**src/rtl/cpu_accel_hub_pkg.sv**
```systemverilog
// Constants shared by the accelerator hub, its FIFOs and the CPU register file.
// Also hosts the accel_id range check used by the hub decode.
package cpu_accel_hub_pkg;

    localparam int REG_WIDTH_DEF      = 16;
    localparam int ACCEL_ID_WIDTH_DEF = 4;
    localparam int ACCEL_COUNT_DEF    = 4;
    localparam int FIFO_DEPTH_DEF     = 4;

    // True when the CPU-supplied id addresses an attached accelerator.
    function automatic logic id_in_range(input logic [31:0] id, input logic [31:0] count);
        return (id < count);
    endfunction

endpackage

```
**src/rtl/cpu_accel_fifo.sv**
```systemverilog
// Flop-based synchronous FIFO with show-ahead read data and extra-MSB pointers.
// Full and empty come from registered pointers only, so a push is never bypassed by a same-cycle pop.
module cpu_accel_fifo
    import cpu_accel_hub_pkg::*;
#(
    parameter int WIDTH = REG_WIDTH_DEF,
    parameter int DEPTH = FIFO_DEPTH_DEF
) (
    input  logic             clk,
    input  logic             rst_n,
    input  logic             push,
    input  logic [WIDTH-1:0] push_data,
    input  logic             pop,
    output logic [WIDTH-1:0] pop_data,
    output logic             full,
    output logic             empty
);

    localparam int AW = $clog2(DEPTH);

    logic [AW:0]      wr_ptr_r;
    logic [AW:0]      rd_ptr_r;
    logic [WIDTH-1:0] mem_r [DEPTH];
    logic             push_ok_s;
    logic             pop_ok_s;

    assign full      = (wr_ptr_r[AW] != rd_ptr_r[AW]) && (wr_ptr_r[AW-1:0] == rd_ptr_r[AW-1:0]);
    assign empty     = (wr_ptr_r == rd_ptr_r);
    assign push_ok_s = push && !full;
    assign pop_ok_s  = pop && !empty;
    assign pop_data  = mem_r[rd_ptr_r[AW-1:0]];

    // Pointer update; each pointer wraps naturally through its extra MSB.
    always_ff @(posedge clk or negedge rst_n) begin
        if (!rst_n) begin
            wr_ptr_r <= {(AW+1){1'b0}};
            rd_ptr_r <= {(AW+1){1'b0}};
        end else begin
            if (push_ok_s) begin
                wr_ptr_r <= wr_ptr_r + {{AW{1'b0}}, 1'b1};
            end
            if (pop_ok_s) begin
                rd_ptr_r <= rd_ptr_r + {{AW{1'b0}}, 1'b1};
            end
        end
    end

    // Entry storage, cleared on reset so no stale word survives it.
    always_ff @(posedge clk or negedge rst_n) begin
        if (!rst_n) begin
            for (int i = 0; i < DEPTH; i++) begin
                mem_r[i] <= {WIDTH{1'b0}};
            end
        end else if (push_ok_s) begin
            mem_r[wr_ptr_r[AW-1:0]] <= push_data;
        end
    end

endmodule

```
**src/rtl/cpu_accel_hub.sv**
```systemverilog
// Routes the CPU's single accelerator port to ACCEL_COUNT accelerators through per-accelerator
// command and response FIFOs; out-of-range ids read as always ready so the CPU cannot deadlock.
module cpu_accel_hub
    import cpu_accel_hub_pkg::*;
#(
    parameter int REG_WIDTH      = REG_WIDTH_DEF,
    parameter int ACCEL_ID_WIDTH = ACCEL_ID_WIDTH_DEF,
    parameter int ACCEL_COUNT    = ACCEL_COUNT_DEF,
    parameter int FIFO_DEPTH     = FIFO_DEPTH_DEF
) (
    input  logic                             clk,
    input  logic                             rst_n,
    input  logic [ACCEL_ID_WIDTH-1:0]        accel_id,
    output logic                             accel_can_read,
    output logic                             accel_can_write,
    input  logic                             accel_read_enable,
    output logic [REG_WIDTH-1:0]             accel_read_data,
    input  logic                             accel_write_enable,
    input  logic [REG_WIDTH-1:0]             accel_write_data,
    output logic [ACCEL_COUNT-1:0]           cmd_valid,
    output logic [ACCEL_COUNT*REG_WIDTH-1:0] cmd_data,
    input  logic [ACCEL_COUNT-1:0]           cmd_ready,
    input  logic [ACCEL_COUNT-1:0]           rsp_valid,
    input  logic [ACCEL_COUNT*REG_WIDTH-1:0] rsp_data,
    output logic [ACCEL_COUNT-1:0]           rsp_ready,
    output logic                             bad_id
);

    logic                             id_valid_s;
    logic [ACCEL_COUNT-1:0]           sel_s;
    logic [ACCEL_COUNT-1:0]           cmd_full_s;
    logic [ACCEL_COUNT-1:0]           cmd_empty_s;
    logic [ACCEL_COUNT-1:0]           rsp_full_s;
    logic [ACCEL_COUNT-1:0]           rsp_empty_s;
    logic [ACCEL_COUNT*REG_WIDTH-1:0] rsp_head_s;
    logic                             can_read_s;
    logic                             can_write_s;
    logic [REG_WIDTH-1:0]             read_data_s;
    logic                             bad_id_r;

    assign id_valid_s = id_in_range(32'(accel_id), 32'(ACCEL_COUNT));

    for (genvar i = 0; i < ACCEL_COUNT; i++) begin : g_accel
        assign sel_s[i] = id_valid_s && (32'(accel_id) == i);

        cpu_accel_fifo #(.WIDTH(REG_WIDTH), .DEPTH(FIFO_DEPTH)) u_cmd_fifo (
            .clk       (clk),
            .rst_n     (rst_n),
            .push      (accel_write_enable && sel_s[i]),
            .push_data (accel_write_data),
            .pop       (cmd_ready[i]),
            .pop_data  (cmd_data[i*REG_WIDTH +: REG_WIDTH]),
            .full      (cmd_full_s[i]),
            .empty     (cmd_empty_s[i])
        );

        cpu_accel_fifo #(.WIDTH(REG_WIDTH), .DEPTH(FIFO_DEPTH)) u_rsp_fifo (
            .clk       (clk),
            .rst_n     (rst_n),
            .push      (rsp_valid[i]),
            .push_data (rsp_data[i*REG_WIDTH +: REG_WIDTH]),
            .pop       (accel_read_enable && sel_s[i]),
            .pop_data  (rsp_head_s[i*REG_WIDTH +: REG_WIDTH]),
            .full      (rsp_full_s[i]),
            .empty     (rsp_empty_s[i])
        );

        assign cmd_valid[i] = !cmd_empty_s[i];
        assign rsp_ready[i] = !rsp_full_s[i];
    end

    // Status and read-data mux; an invalid id selects nothing and falls back to ready/zero.
    always_comb begin
        can_write_s = !id_valid_s;
        can_read_s  = !id_valid_s;
        read_data_s = {REG_WIDTH{1'b0}};
        for (int i = 0; i < ACCEL_COUNT; i++) begin
            can_write_s = can_write_s | (sel_s[i] & !cmd_full_s[i]);
            can_read_s  = can_read_s | (sel_s[i] & !rsp_empty_s[i]);
            read_data_s = read_data_s |
                          (sel_s[i] ? rsp_head_s[i*REG_WIDTH +: REG_WIDTH] : {REG_WIDTH{1'b0}});
        end
    end

    // Sticky flag for any CPU access to an unattached accelerator id.
    always_ff @(posedge clk or negedge rst_n) begin
        if (!rst_n) begin
            bad_id_r <= 1'b0;
        end else if (!id_valid_s && (accel_read_enable || accel_write_enable)) begin
            bad_id_r <= 1'b1;
        end
    end

    assign accel_can_write = can_write_s;
    assign accel_can_read  = can_read_s;
    assign accel_read_data = read_data_s;
    assign bad_id          = bad_id_r;

endmodule

```
**config.mk**
```make
export PLATFORM = sky130hd
export DESIGN_NAME = cpu_accel_hub
export DESIGN_NICKNAME = d
export VERILOG_FILES = /design/src/rtl/cpu_accel_hub_pkg.sv /design/src/rtl/cpu_accel_fifo.sv /design/src/rtl/cpu_accel_hub.sv
export SDC_FILE = /design/constraint.sdc
export NUM_CORES = 1
export LEC_CHECK = 0
export ABC_AREA = 0
export BUFFER_PORTS_ARGS = -buffer_cell sky130_fd_sc_hd__buf_2
export CAP_MARGIN = 20
export CELL_PAD_IN_SITES_DETAIL_PLACEMENT = 1
export CELL_PAD_IN_SITES_GLOBAL_PLACEMENT = 1
export CORE_MARGIN = 2
export CORE_UTILIZATION = 47
export CTS_CLUSTER_DIAMETER = 120
export DETAILED_ROUTE_END_ITERATION = 10
export GPL_ROUTABILITY_DRIVEN = 0
export PLACE_DENSITY = 0.75
export RECOVER_POWER = 50
export SLEW_MARGIN = 5
export SYNTH_ARGS = -nofsm -noshare
export SYNTH_HDL_FRONTEND = slang
export SYNTH_HIERARCHICAL = 1
export SYNTH_SLANG_ARGS = --single-unit
export TNS_END_PERCENT = 30
```
**constraint.sdc**
```tcl
create_clock -name clk -period 2.3 [get_ports clk]
set_input_delay 0.46 -clock clk [delete_from_list [all_inputs] [get_ports clk]]
set_output_delay 0.46 -clock clk [all_outputs]
set_load 0.1 [all_outputs]
```
# After elaboration in Yosys (flattened, before gate mapping)
# Index checks and enable logic that the tools add are counted.
word_totals:
  latch_bits: 0
  memories: 0
  inputBits: 96
  wordCells: 268
  ramBits: 0
  mem_bits_ro: 0
  ff_bits: 561
op_classes:
  bitwise: 35
  muxes: 52
  n_div: 0
  eq_ne: 27
  n_reduce_logical: 64
  order_cmp: 25
  shifts: 0
  add_sub_neg: 16
  mul: 0
ops:
  columns: ["op", "count"]
  rows:
  - ["bitwise mux 64 bit", 8]
  - ["two-way mux 16 bit", 28]
  - ["binary-select mux 16 bit (select 2 bit)", 8]
  - ["demux 16 bit (select 2 bit)", 8]
  - ["adder 3 x 1 -> 3 bit (second input constant)", 16]
  - ["greater-or-equal comparator 3 bit (second input constant)", 16]
  - ["inverter 2 -> 3 bit", 16]
  - ["bitwise OR 16 bit", 3]
  - ["logical AND 1 bit", 45]
  - ["equality test 3 bit", 8]
  - ["< comparator 3 x 1 -> 1 bit (second input constant)", 8]
  - ["zero test 1 bit", 17]
  - ["equality test 2 bit", 8]
  - ["AND 1 bit", 8]
  - ["equality test 4 x 2 -> 1 bit (second input constant)", 2]
  - ["inequality test 1 bit", 8]
  - ["bitwise OR 1 bit", 8]
  - ["equality test 4 x 1 -> 1 bit (second input constant)", 1]
  - ["zero test 4 bit", 1]
  - ["< comparator 4 x 3 -> 1 bit (second input constant)", 1]
  - ["logical OR 1 bit", 1]

# Depth between registers and ports, before layout
# Gate-level depths: netlist (run 1).
logic_depth:
  word_depth: 8
  mapped_depth: 10

# Cells and area by module
# Netlist (run 1), hierarchy kept.
by_module_without_submodules:
  columns: ["mod", "n_inst", "area_each_um2", "seq_area_each_um2", "cells_per_inst"]
  rows:
  - ["cpu_accel_fifo", 8, 3329.4, 1751.7, 198]
  - ["cpu_accel_hub", 1, 723.2, 25.0, 88]

# Worst setup path before layout (run 1)
# OpenSTA, ideal clock, no wires.
synth_timing:
  path_type: "register -> output"
  from: "reg g_accel[3].u_rsp_fifo.rd_ptr_r[0]"
  to: "out accel_can_read"
  stages_incl_launch_ff: 5
  arrival_time_ps: 2614
  setup_slack_ps: -774
  cell_sequence: "dfrtp_1 buf_4 xor2_1 nor3_1 o221ai_1"
synth_via:
  elab_chain_len: 4
synth_lines:
  columns: ["element", "line_no", "rtl"]
  rows:
  - ["start: declaration", "cpu_accel_fifo.sv:22", "logic [AW:0] rd_ptr_r;"]
  - ["start signal: assignment", "cpu_accel_fifo.sv:37", "rd_ptr_r <= {(AW+1){1'b0}};"]
  - ["start signal: assignment", "cpu_accel_fifo.sv:43", "rd_ptr_r <= rd_ptr_r + {{AW{1'b0}}, 1'b1};"]
  - ["equality test 3 bit", "cpu_accel_fifo.sv:28", "assign empty = (wr_ptr_r == rd_ptr_r);"]
  - ["via rsp_empty_s[3]", "cpu_accel_hub.sv:34", "logic [ACCEL_COUNT-1:0] rsp_empty_s;"]
  - ["zero test 1 bit", "cpu_accel_hub.sv:79", "can_read_s = can_read_s | (sel_s[i] & !rsp_empty_s[i]);"]
  - ["AND 1 bit", "cpu_accel_hub.sv:79", null]
  - ["bitwise OR 1 bit", "cpu_accel_hub.sv:79", null]
  - ["end: declaration", "cpu_accel_hub.sv:14", "output logic accel_can_read,"]
# The timed path passes the listed nets, and every way through them passes these cells.

# Worst setup path in the final report (run 1)
layout_timing:
  from: "reg g_accel[1].u_rsp_fifo.rd_ptr_r[0]"
  to: "out accel_read_data[5]"
layout_via:
  elab_chain_len: 8
layout_lines:
  columns: ["element", "line_no", "rtl"]
  rows:
  - ["start: declaration", "cpu_accel_fifo.sv:22", null]
  - ["start signal: assignment", "cpu_accel_fifo.sv:37", null]
  - ["start signal: assignment", "cpu_accel_fifo.sv:43", null]
  - ["inverter 2 -> 3 bit (not written as such)", "cpu_accel_fifo.sv:31", "assign pop_data = mem_r[rd_ptr_r[AW-1:0]];"]
  - ["binary-select mux 16 bit (select 2 bit)", "cpu_accel_fifo.sv:31", null]
  - ["two-way mux 16 bit (not written as such) (2 in a row)", "cpu_accel_fifo.sv:31", null]
  - ["via rsp_head_s[21]", "cpu_accel_hub.sv:35", "logic [ACCEL_COUNT*REG_WIDTH-1:0] rsp_head_s;"]
  - ["two-way mux 16 bit", "cpu_accel_hub.sv:81", "(sel_s[i] ? rsp_head_s[i*REG_WIDTH +: REG_WIDTH] : {REG_WIDTH{1'b0}});"]
  - ["bitwise OR 16 bit (3 in a row)", "cpu_accel_hub.sv:80", "read_data_s = read_data_s |"]
  - ["end: declaration", "cpu_accel_hub.sv:17", "output logic [REG_WIDTH-1:0] accel_read_data,"]
# The timed path passes the listed nets, and every way through them passes these cells. The select of a mux whose other input is x is not followed.

==> flow_summary.rst, run 1 <==
.. list-table::
   :header-rows: 1

   * - Metric
     - Value
   * - Total CTS buffers
     - 60
   * - Slew at the pin with the worst max-slew slack
     - 1.11 ns
   * - Most frequent cells after synthesis
     - 561 x sky130_fd_sc_hd__dfrtp_1, 458 x sky130_fd_sc_hd__mux2_2, 128 x sky130_fd_sc_hd__mux4_2
   * - Most frequently used flop master after synthesis
     - sky130_fd_sc_hd__dfrtp_1
   * - Layout cells sized above 1
     - 60.0%
   * - Hold crit path type
     - in -> reg
   * - # IOs
     - 187
   * - Hold violation total from the final report
     - 0
   * - Unique cell type count in the Yosys netlist
     - 41
   * - Fin worst setup slack
     - -0.725 ns
   * - Final HPWL DP
     - 49300 µm
   * - Share of the yosys chip area belonging to registers
     - 51.3%
   * - Power density over cell area
     - 1700 mW/mm²
   * - Leak pwr
     - 0.0146 µW
   * - Clock tree from TritonCTS
     - done
   * - Critical-path cell list
     - buf_12, mux4_2, mux2i_1, nor2_1, a221o_4, buf_12
   * - Hold path startpoint
     - rsp_data[38]
   * - Vias post-DR
     - 16100
   * - Number of clock sinks seen by CTS
     - 561
   * - Most frequently used cell type in the post-synthesis netlist
     - sky130_fd_sc_hd__dfrtp_1
   * - Largest incremental delay on the critical path
     - 0.51 ns
   * - Reg clk slew, reported paths
     - 0.06 ns
   * - Reg power frac
     - 30.3%
   * - Clock tree skew after final layout
     - 0.0219 ns
   * - Maximum achievable frequency
     - 331 MHz
   * - Number of cells in the design after placement
     - 2690
   * - Master cell of the clock root buffer
     - sky130_fd_sc_hd__clkbuf_16
   * - Type of element capturing the critical path
     - output port
   * - Syn Std Cell Area
     - 0.0274 mm²
   * - Final Slew Violations
     - 0
   * - Worst-path maximum fanout
     - 9
   * - Combinational power share
     - 52.9%
   * - RSZ-0062 raised after global routing
     - true
   * - Floorplan Core Area
     - 0.0576 mm²
   * - Clock share of power
     - 16.8%
   * - Synth async-reset ratio
     - 100%
   * - Height of the chip
     - 245 µm
   * - Residual antenna-violating net count after detailed routing
     - 0
   * - GR Overflow Total
     - 0
   * - Via count of the first global-routing pass
     - 18600
   * - Pin count of the biggest net entering global routing
     - 70
   * - Library cell contributing the largest single delay on the critical path
     - sky130_fd_sc_hd__mux4_2
   * - Worst Hold Depth
     - 2
   * - Setup CP Type
     - reg -> out
   * - Layout overhead on the synthesized area
     - 23.2%
   * - DRC violations left
     - 0
   * - Outcome
     - finished with violations
   * - Depth of the most critical reg-to-reg path
     - 7
   * - Sw power
     - 23700 µW
   * - Worst slew slack as a fraction of its limit
     - 25.9%
   * - Die outline area
     - 0.0602 mm²
   * - Deepest clock path buffer count
     - 3
   * - Startpoint types
     - flip-flop
   * - Arr. time, crit path
     - 2.56 ns
   * - Hold endpoint
     - g_accel[2].u_rsp_fifo/mem_r[54]
   * - Initial Util
     - 47.5%
   * - Wire length of the first global-routing pass
     - 114000 µm
   * - Cell seen most often among critical-path stages
     - sky130_fd_sc_hd__buf_12
   * - Worst reg2reg setup slack
     - 0.26 ns
   * - Worst setup timing slack at the placement stage
     - -0.124 ns
   * - Detailed Routing Iterations Pass 1
     - 4
   * - Post-route non-filler standard cell count
     - 2822
   * - Final Routed Wirelength
     - 72200 µm
   * - Internal Power
     - 33500 µW
   * - Beginning of the worst register-to-register path
     - g_accel[2].u_rsp_fifo/wr_ptr_r[0]
   * - Post-route standard cell area excluding fillers
     - 0.0337 mm²
   * - Summed negative setup slack over all endpoints
     - -23.91 ns
   * - Buffers plus inverters on the worst setup path
     - 2
   * - Average wire per standard cell
     - 25.6 µm
   * - Final worst path period need
     - 3.02 ns
   * - Share of the clock period used by the worst path
     - 132%
   * - Die outline width
     - 245 µm
   * - VDD IR max
     - 1.42 mV
   * - H-tree levels
     - 2
   * - Mean area per synthesized cell
     - 16.4 µm²
   * - Number of port buffers
     - 186
   * - Number of synthesized flops with an enable pin
     - 0
   * - Endpoint of the worst register-to-register path
     - g_accel[2].u_rsp_fifo/mem_r[16]
   * - Net switching share of the total power
     - 41.5%
   * - Cell Rows
     - 88
   * - Synthesis-stage register bit count
     - 561
   * - Final #Nets
     - 2138
   * - Total global-route track usage
     - 24.7%
   * - Initial antenna violation count
     - 17
   * - Total nets after synthesis
     - 1808
   * - Vias per cell
     - 5.69
   * - Critical path required time
     - 1.84 ns
   * - Count of synthesis-stage warnings from yosys
     - 6
   * - Share of the synthesized area in the top cell type
     - 51.3%
   * - Post-Synthesis Cells
     - 1672
   * - Worst-skew pair later-pin latency
     - 0.63 ns
   * - Number of DRC markers after the initial detailed-route iteration
     - 753
   * - Cell area reported after detailed placement
     - 0.0309 mm²
   * - Number of max-cap violations
     - 0
   * - Cell accounting for the most synthesized area
     - sky130_fd_sc_hd__dfrtp_1
   * - Family with the most delay on the worst path
     - multiplexers
   * - Violations in the final reports
     - setup timing
   * - Number of setup violations in the final report
     - 89
   * - Largest cells by area after synthesis
     - sky130_fd_sc_hd__dfrtp_1 51%, sky130_fd_sc_hd__mux2_2 19%, sky130_fd_sc_hd__mux4_2 11%
## per-layer routing
layer / up-vias / GRT usage, % / wire length [µm]
met2: 334 / 43.4 / 37700
met4: 14 / 9.07 / 2500
li1: 6919 / - / -
met5: - / 0 / 106
met1: 8657 / 30.4 / 28600
met3: 138 / 4.53 / 3350
## metrics by stage
step | total power, µW | utilization (%) | hold WS (ns)
2_1_floorplan | 37300 | - | 0.164
3_3_place_gp | 43900 | 53.6 | 0.461
3_5_place_dp | 45100 | 53.6 | 0.474
4_1_cts | 57200 | 58.5 | 0.0709
5_1_grt | 60000 | 58.5 | 0.0914
6_report | 57200 | 58.6 | 0.0965
## flip-flops by register name, summed over array words and instances, names as in the netlist
register                     flops
g_accel.u_cmd_fifo/mem_r       256
g_accel.u_rsp_fifo/mem_r       256
g_accel.u_cmd_fifo/rd_ptr_r     12
g_accel.u_cmd_fifo/wr_ptr_r     12
g_accel.u_rsp_fifo/rd_ptr_r     12
g_accel.u_rsp_fifo/wr_ptr_r     12
bad_id                           1
## power by group through the flow
stage	logic [µW]	clock network, µW	registers [µW]
floorplan	20900	0	16400
global placement	27100	0	16800
detailed placement	27800	0	17300
CTS	30100	9860	17300
global route	31800	10300	17900
finish	30300	9630	17300
## final cells by class
| cell class | count | area, µm² |
|---|---|---|
| clock inverters | 21 | 203 |
| diodes | 7 | 17.5 |
| well taps | 765 | 957 |
| repair buffers | 348 | 3640 |
| multi-input cells | 999 | 13000 |
| flip-flops and latches | 561 | 14100 |
| inverters | 32 | 120 |
| fillers | 5193 | 23900 |
| clock buffers | 89 | 1750 |
## what timing repair did
item                                    CTS  global route
hold endpoints to repair                 42             0
buffers inserted                          8             4
gates resized for setup                 212            35
pin swaps                                10             6
endpoints found under the setup margin   90            90
hold buffers                              1             0
gates cloned                              2             1
## worst max path at each step
stage	cells past startpoint	slack, ns	startpoint	to
after floorplan	10	-0.14	accel_id[3]	g_accel[3].u_cmd_fifo/mem_r[0]
after global placement	6	-0.09	g_accel[1].u_rsp_fifo/rd_ptr_r[0]	accel_read_data[14]
after detailed placement	9	-0.12	accel_id[3]	g_accel[1].u_cmd_fifo/mem_r[8]
after CTS	6	-0.75	g_accel[0].u_rsp_fifo/rd_ptr_r[0]	accel_read_data[7]
after global routing	6	-0.80	g_accel[0].u_rsp_fifo/rd_ptr_r[0]	accel_read_data[3]
final	6	-0.72	g_accel[1].u_rsp_fifo/rd_ptr_r[0]	accel_read_data[5]
## cell families (layout without fill, tap and decap cells)
logic type | Yosys count | in the layout | synth area share, %
and+or+nand+nor | 112 | 112 | 1.88
DFF | 561 | 561 | 51.3
adders and majority gates | 40 | 40 | 1.83
xor gates and xnor gates | 64 | 64 | 3.37
AOI/OAI and AO/OA | 109 | 109 | 4.90
muxes | 674 | 674 | 33.9
buffers and inverters | 112 | 490 | 2.79
other | 0 | 7 | 0
## placed cells by master, fill, tap and decap left out, drive strengths merged, types with 16 or more instances in the layout
cell type,instances
dfrtp,561
mux2,530
buf,318
mux4,128
clkbuf,118
nand2,48
ha,40
nor2,34
inv,34
a31oi,32
xnor2,32
xor2,32
nor3,17
o31ai,16
o311ai,16
clkinv,16
mux2i,16
a221o,16
No activity file was read; power rests on OpenSTA's default activity.
==> run 2: changes to the inputs <==
--- a/config.mk
+++ b/config.mk
@@ -15,7 +15,7 @@
 export CTS_CLUSTER_DIAMETER = 120
 export DETAILED_ROUTE_END_ITERATION = 10
 export GPL_ROUTABILITY_DRIVEN = 0
-export PLACE_DENSITY = 0.75
+export PLACE_DENSITY_LB_ADDON = 0.1
 export RECOVER_POWER = 50
 export SLEW_MARGIN = 5
 export SYNTH_ARGS = -nofsm -noshare
==> run 2 against run 1 <==
Net effect: the flow finishes with violations (capacitance limit, slew limit, setup timing); non-clock buffer count grew 4; wire length shrank 6.2%; hold slack gained 0.015 ns; fmax grew 0.11%; clock-buffer cell count grew 7; critical path type unchanged; sequential share of layout area shrank 0.50 points; register-to-register slack gained 0.03 ns; clock power grew 5%; global-route usage shrank 1.5 points; die area is the same; setup slack gained 0.0032 ns; power grew 0.89%.
==> flow_summary.rst, run 2 (same netlist as run 1, synthesis figures left out) <==
.. list-table::
   :header-rows: 1

   * - Metric
     - Value
   * - Worst slew slack as a fraction of its limit
     - -23.3% (-49 points)
   * - Met1 Usage GRT
     - 29.6% (-0.77 points)
   * - Clock tree skew after final layout
     - 0.00981 ns (-0.0121 ns)
   * - Final Routed Wirelength
     - 67700 µm (-6.2%)
   * - Outcome
     - finished with violations
   * - Number of DRC markers after the initial detailed-route iteration
     - 718 (-4.6%)
   * - Final worst path period need
     - 3.02 ns (-0.00324 ns)
   * - Setup CP Type
     - reg -> out
   * - Deepest clock path buffer count
     - 3 (unchanged)
   * - Vias post-DR
     - 15800 (-1.4%)
   * - VDD IR max
     - 1.36 mV (-4.5%)
   * - Number of fill cells
     - 5190 (-0.058%)
   * - Pin count of the biggest net entering global routing
     - 91 (+30%)
   * - Average wire per standard cell
     - 24.0 µm (-6.2%)
   * - Cell area reported after detailed placement
     - 0.0309 mm² (about the same)
   * - Final #Nets
     - 2143 (+0.23%)
   * - Vias per cell
     - 5.61 (-1.4%)
   * - Floorplan Core Area
     - 0.0576 mm² (unchanged)
   * - H-tree levels
     - 2 (unchanged)
   * - Met3 usage
     - 4.01% (-0.51 points)
   * - Slew at the pin with the worst max-slew slack
     - 1.85 ns (+0.739 ns)
   * - Power density over cell area
     - 1690 mW/mm² (-0.28%)
   * - Layer with the highest usage
     - met2
   * - Registers with the most flip-flops
     - g_accel.u_cmd_fifo/mem_r x256, g_accel.u_rsp_fifo/mem_r x256
   * - Critical path required time
     - 1.84 ns (about the same)
   * - Number of cells in the design after placement
     - 2686 (-0.15%)
   * - # IOs
     - 187 (unchanged)
   * - Startpoint types
     - flip-flop
   * - Worst-skew pair later-pin latency
     - 0.62 ns (about the same)
   * - Hold violation total from the final report
     - 0 (unchanged)
   * - Share of the clock period used by the worst path
     - 131% (-0.14 points)
   * - Worst setup timing slack at the placement stage
     - -0.256 ns (-0.132 ns)
   * - Leading cell type in the layout, fill and taps excluded
     - sky130_fd_sc_hd__dfrtp_1
   * - Via count of the first global-routing pass
     - 18100 (-2.8%)
   * - Post-route standard cell area excluding fillers
     - 0.0341 mm² (+1.2%)
   * - Detailed Routing Iterations Pass 1
     - 4 (unchanged)
   * - Worst-path maximum fanout
     - 9 (unchanged)
   * - Maximum achievable frequency
     - 331 MHz (+0.11%)
   * - Master cell of the clock root buffer
     - sky130_fd_sc_hd__clkbuf_16
   * - Reg clk slew, reported paths
     - 0.06 ns (about the same)
   * - Final Slew Violations
     - 24 (+24)
   * - Total global-route track usage
     - 23.2% (-1.5 points)
   * - Die outline width
     - 245 µm (unchanged)
   * - Number of port buffers
     - 186 (unchanged)
   * - Wire length of the first global-routing pass
     - 107000 µm (-5.8%)
   * - Height of the chip
     - 245 µm (unchanged)
   * - Cell Rows
     - 88 (unchanged)
   * - Die outline area
     - 0.0602 mm² (unchanged)
   * - Area of the multi-input gates
     - 0.0130 mm² (+0.60%)
   * - Final HPWL DP
     - 45900 µm (-6.9%)
   * - Hold crit path type
     - in -> reg
   * - RSZ-0062 raised after global routing
     - true
   * - Number of max-cap violations
     - 1 (+1)
   * - Number of setup violations in the final report
     - 333 (+270%)
   * - Clock tree from TritonCTS
     - done
   * - GR Overflow Total
     - 0 (unchanged)
   * - Met2 Use GR
     - 40.8% (-2.6 points)
   * - Violations in the final reports
     - capacitance limit, slew limit, setup timing
   * - Highest-count cells in the layout ignoring fill and taps
     - 543 x sky130_fd_sc_hd__dfrtp_1, 456 x sky130_fd_sc_hd__mux2_2, 128 x sky130_fd_sc_hd__mux4_2
   * - Arr. time, crit path
     - 2.56 ns (about the same)
   * - Number of clock sinks seen by CTS
     - 561 (unchanged)
   * - Initial Util
     - 47.5% (unchanged)
   * - Layout cells sized above 1
     - 61.2% (+1.3 points)
   * - Layout overhead on the synthesized area
     - 24.7%
   * - Final design utilization
     - 59.2% (+0.69 points)
   * - Register Area
     - 0.0141 mm² (about the same)
   * - Residual antenna-violating net count after detailed routing
     - 0 (unchanged)
   * - Initial antenna violation count
     - 9 (-8)
   * - DRC violations left
     - 0 (unchanged)
   * - Type of element capturing the critical path
     - output port
   * - Total CTS buffers
     - 61 (+1.7%)
   * - Fin worst setup slack
     - -0.722 ns (+0.00324 ns)
   * - Post-route non-filler standard cell count
     - 2822 (unchanged)
   * - Leak pwr
     - 0.0148 µW (+1.0%)
-- run 2: cell types whose count changed in the layout (fill, tap and decap cells not counted), sizes merged --
cell / before / now
buf: 318 / 343
clkinv: 16 / 8
bufinv: 3 / 6
clkbuf: 118 / 104
clkinvlp: 0 / 2
inv: 34 / 32
diode: 7 / 1
-- run 2: repair_timing --
item,in CTS,in global routing
hold buffers,1,0
gates cloned,1,4
endpoints found under the setup margin,90,90
gates resized for setup,220,47
pin swaps,13,8
endpoints found under the hold margin,44,0
buffers inserted,6,15
-- run 2: cell type report --
cell class / count / area share (%)
Clock inverter: 16 / 0.690
Antenna cell: 1 / 0.00734
Timing Repair Buffer: 352 / 11.3
Inverter: 32 / 0.352
Tap cell: 765 / 2.81
Clock buffer: 96 / 5.39
Sequential cell: 561 / 41.2
Multi-Input combinational cell: 999 / 38.2
-- run 2: worst max-delay path: stages, from the launching register on --
cell,delay [ns]
sky130_fd_sc_hd__dfrtp_2,0.43
sky130_fd_sc_hd__buf_12,0.17
sky130_fd_sc_hd__mux4_2,0.51
sky130_fd_sc_hd__mux2i_1,0.18
sky130_fd_sc_hd__nor2_1,0.09
sky130_fd_sc_hd__a221o_2,0.37
sky130_fd_sc_hd__buf_12,0.19
-- run 2: path summary, 6_finish.rpt --
check	from	end	slack, ns	cells past startpoint
setup / recovery	g_accel[0].u_rsp_fifo/rd_ptr_r[0]	accel_read_data[13]	-0.72	6
hold / removal	rsp_data[59]	g_accel[3].u_rsp_fifo/mem_r[11]	0.11	2
setup reg to reg	g_accel[3].u_rsp_fifo/wr_ptr_r[0]	g_accel[3].u_rsp_fifo/mem_r[63]	0.29	6
hold reg to reg	bad_id	bad_id	0.48	1
max in group asynchronous	rst_n	g_accel[1].u_rsp_fifo/mem_r[6]	-0.18	4
min in group asynchronous	rst_n	g_accel[1].u_cmd_fifo/mem_r[44]	0.89	2
-- run 2: layer usage --
metal / up-vias / routed length, µm
met5: - / 106
met1: 8548 / 28200
li1: 6949 / -
met3: 103 / 2540
met2: 223 / 35500
met4: 16 / 1420
-- run 2: power by group --
group	switching (µW)	internal [µW]	total [µW]	leakage, µW
Clock	4000	6100	10100	0.00102
Sequential	2800	14300	17200	0.00702
Combinational	16600	13900	30500	0.00675
-- run 2: metrics by stage --
step | hold slack [ns] | power, µW | setup TNS, ns
2_1_floorplan | 0.164 | 37300 | -12.76
3_3_place_gp | 0.341 | 44000 | -16.42
3_5_place_dp | 0.344 | 45000 | -19.39
4_1_cts | 0.0643 | 57400 | -28.25
5_1_grt | 0.100 | 60700 | -138.78
6_report | 0.112 | 57800 | -48.47
==> run 3: changes to the inputs <==
==> constraint.sdc (replaced) <==
create_clock -name clk -period 2.43 [get_ports clk]
set_input_delay 0.486 -clock clk [delete_from_list [all_inputs] [get_ports clk]]
set_output_delay 0.486 -clock clk [all_outputs]
set_load 0.01 [all_outputs]
==> run 3 against run 2 <==
Net effect: the flow finishes with violations (setup timing); non-clock buffer count shrank 8; first-iteration DRC count increased by 2.9%; design area is 2.9% lower; sequential power is 5% lower; critical path type unchanged.
==> flow_summary.rst, run 3 (same netlist as run 1, synthesis figures left out) <==
.. list-table::
   :header-rows: 1

   * - Metric
     - Value
   * - Share of the clock period used by the worst path
     - 126%
   * - H-tree levels
     - 2 (unchanged)
   * - Leak pwr
     - 0.0145 µW (-2.1%)
   * - Net switching share of the total power
     - 33.8% (-6.8 points)
   * - VDD IR max
     - 0.741 mV (-46%)
   * - Number of max-cap violations
     - 0 (-1)
   * - Hold crit path type
     - in -> reg
   * - Internal Power
     - 31300 µW (-9.0%)
   * - Family with the most delay on the worst path
     - multiplexers
   * - Worst reg2reg setup slack
     - 0.09 ns (-0.20 ns)
   * - Vias per cell
     - 5.63 (+0.24%)
   * - Detailed Routing Iterations Pass 1
     - 4 (unchanged)
   * - GR Overflow Total
     - 0 (unchanged)
   * - Deepest clock path buffer count
     - 3 (unchanged)
   * - Wire length of the first global-routing pass
     - 107000 µm (+0.37%)
   * - Registers with the most flip-flops
     - g_accel.u_cmd_fifo/mem_r x256, g_accel.u_rsp_fifo/mem_r x256
   * - Endpoint of the worst register-to-register path
     - g_accel[0].u_rsp_fifo/mem_r[62]
   * - Via count of the first global-routing pass
     - 17900 (-1.2%)
   * - Outcome
     - finished with violations
   * - Leading cell type in the layout, fill and taps excluded
     - sky130_fd_sc_hd__dfrtp_1
   * - Type of element capturing the critical path
     - output port
   * - Master cell of the clock root buffer
     - sky130_fd_sc_hd__clkbuf_16
   * - Total CTS buffers
     - 60 (-1.6%)
   * - Layout cells sized above 1
     - 59.4% (-1.9 points)
   * - Highest-count cells in the layout ignoring fill and taps
     - 547 x sky130_fd_sc_hd__dfrtp_1, 456 x sky130_fd_sc_hd__mux2_2, 128 x sky130_fd_sc_hd__mux4_2
   * - Summed negative setup slack over all endpoints
     - -12.01 ns (+36.47 ns)
   * - Number of setup violations in the final report
     - 63 (-81%)
   * - Worst-skew pair later-pin latency
     - 0.62 ns (about the same)
   * - Hold path startpoint
     - rsp_data[45]
   * - Total global-route track usage
     - 23.2% (+0.028 points)
   * - Worst slew slack as a fraction of its limit
     - 5.09% (+28 points)
   * - Fin worst setup slack
     - -0.632 ns (+0.0897 ns)
   * - Pin count of the biggest net entering global routing
     - 73 (-20%)
   * - Number of port buffers
     - 186 (unchanged)
   * - Initial Util
     - 47.5% (unchanged)
   * - Initial antenna violation count
     - 11 (+2)
   * - Number of clock sinks seen by CTS
     - 561 (unchanged)
   * - Largest incremental delay on the critical path
     - 0.54 ns (+0.03 ns)
   * - Setup CP Type
     - reg -> out
   * - Final design utilization
     - 57.5% (-1.7 points)
   * - Die outline width
     - 245 µm (unchanged)
   * - Violations in the final reports
     - setup timing
   * - Final worst path period need
     - 3.06 ns
   * - Reg power frac
     - 34.5% (+4.8 points)
   * - Vias post-DR
     - 15800 (-0.076%)
   * - Final Slew Violations
     - 0 (-100%)
   * - Worst Hold Depth
     - 2 (unchanged)
   * - DRC violations left
     - 0 (unchanged)
   * - Hold violation total from the final report
     - 0 (unchanged)
   * - Depth of the most critical reg-to-reg path
     - 9 (+3)
   * - Library cell contributing the largest single delay on the critical path
     - sky130_fd_sc_hd__mux4_2
   * - Worst-path maximum fanout
     - 5 (-4)
   * - Clock tree from TritonCTS
     - done
   * - Hold endpoint
     - g_accel[2].u_rsp_fifo/mem_r[13]
   * - Combinational power share
     - 45.1% (-7.7 points)
   * - Number of fill cells
     - 5310 (+2.3%)
   * - Floorplan Core Area
     - 0.0576 mm² (unchanged)
   * - Number of DRC markers after the initial detailed-route iteration
     - 739 (+2.9%)
   * - Clock share of power
     - 20.3% (+2.8 points)
   * - Sw power
     - 15900 µW (-32%)
   * - Final Routed Wirelength
     - 68500 µm (+1.2%)
   * - Final HPWL DP
     - 44900 µm (-2.2%)
   * - Slew at the pin with the worst max-slew slack
     - 1.42 ns (-0.426 ns)
   * - # IOs
     - 187 (unchanged)
   * - Reg clk slew, reported paths
     - 0.06 ns (about the same)
   * - Maximum achievable frequency
     - 327 MHz
   * - Beginning of the worst register-to-register path
     - g_accel[0].u_rsp_fifo/rd_ptr_r[0]
   * - Cell Rows
     - 88 (unchanged)
   * - Average wire per standard cell
     - 24.3 µm (+1.5%)
   * - Final #Nets
     - 2134 (-0.42%)
   * - Buffers plus inverters on the worst setup path
     - 3 (+1)
   * - Clock tree skew after final layout
     - 0.0266 ns (+0.0168 ns)
   * - Arr. time, crit path
     - 2.58 ns (+0.02 ns)
   * - Layout overhead on the synthesized area
     - 21.0%
   * - Critical-path cell list
     - buf_6, buf_12, mux4_2, mux2i_2, nor2_2, a221o_1, buf_2
   * - Die outline area
     - 0.0602 mm² (unchanged)
   * - Critical path required time
     - 1.94 ns (+0.10 ns)
   * - Worst hold margin
     - 0.139 ns (+0.0273 ns)
   * - Startpoint types
     - flip-flop
   * - Residual antenna-violating net count after detailed routing
     - 0 (unchanged)
   * - Height of the chip
     - 245 µm (unchanged)
   * - RSZ-0062 raised after global routing
     - true
   * - Power density over cell area
     - 1430 mW/mm² (-16%)
## run 3: cell types whose count changed in the layout (fill, tap and decap cells not counted), moves of 6 or more
cell | before | now
sky130_fd_sc_hd__buf_12 | 83 | 34
sky130_fd_sc_hd__buf_2 | 95 | 125
sky130_fd_sc_hd__buf_8 | 19 | 3
sky130_fd_sc_hd__buf_6 | 59 | 74
sky130_fd_sc_hd__a221o_1 | 0 | 8
sky130_fd_sc_hd__a221o_4 | 8 | 0
sky130_fd_sc_hd__mux2i_1 | 4 | 11
sky130_fd_sc_hd__clkinv_2 | 8 | 14
## run 3: metal layers
metal  routed length (µm)  GRT usage (%)
met5                   93              0
met3                 2700           4.08
met4                 1890           6.98
met1                28600           29.9
met2                35200           40.0
## run 3: timing repair
| item | CTS | global route |
|---|---|---|
| gates cloned | 2 | 4 |
| setup endpoints to repair | 90 | 90 |
| hold endpoints to repair | 31 | 0 |
| pin swaps | 15 | 10 |
| buffers inserted | 30 | 12 |
| gates resized for setup | 102 | 51 |
| hold buffers | 1 | 0 |
## run 3: worst max-delay path by stage
stage / cells past startpoint / startpoint / slack, ns / end
finish: 7 / g_accel[1].u_rsp_fifo/rd_ptr_r[0] / -0.63 / accel_read_data[10]
floorplan: 6 / g_accel[1].u_rsp_fifo/rd_ptr_r[0] / -0.04 / accel_read_data[1]
detailed placement: 6 / accel_id[0] / -0.1 / accel_read_data[10]
global route: 7 / g_accel[1].u_rsp_fifo/rd_ptr_r[0] / -0.75 / accel_read_data[10]
CTS: 7 / g_accel[1].u_rsp_fifo/rd_ptr_r[0] / -0.70 / accel_read_data[10]
global placement: 6 / accel_id[0] / -0.11 / accel_read_data[8]
## run 3: power by group through the flow
stage / clock network (µW) / registers (µW) / logic, µW
floorplan: 0 / 15500 / 13700
global placement: 0 / 16000 / 18400
detailed placement: 0 / 16300 / 18900
CTS: 9900 / 16300 / 20700
global route: 10300 / 16900 / 22800
finish: 9600 / 16300 / 21300
## run 3: stage by stage
step | power (µW) | setup WS, ns | area [µm²] | cells
global route | 49900 | -0.752 | 33100 | 2812
CTS | 46900 | -0.698 | 32800 | 2800
detailed placement | 35200 | -0.0961 | 29900 | 2660
floorplan | 29200 | -0.0388 | 27400 | 1672
global placement | 34400 | -0.112 | 29900 | 2660
finish | 47200 | -0.632 | 33100 | 2813
## run 3: layout make-up
cell class / count / area, µm² / area share, %
clock inverter: 25 / 335 / 1.01
clock buffer: 84 / 1740 / 5.26
multi-input combinational: 999 / 12800 / 38.7
timing repair buffer: 344 / 3070 / 9.29
sequential: 561 / 14100 / 42.5
antenna: 3 / 7.51 / 0.0227
inverter: 32 / 120 / 0.363
tap: 765 / 957 / 2.89
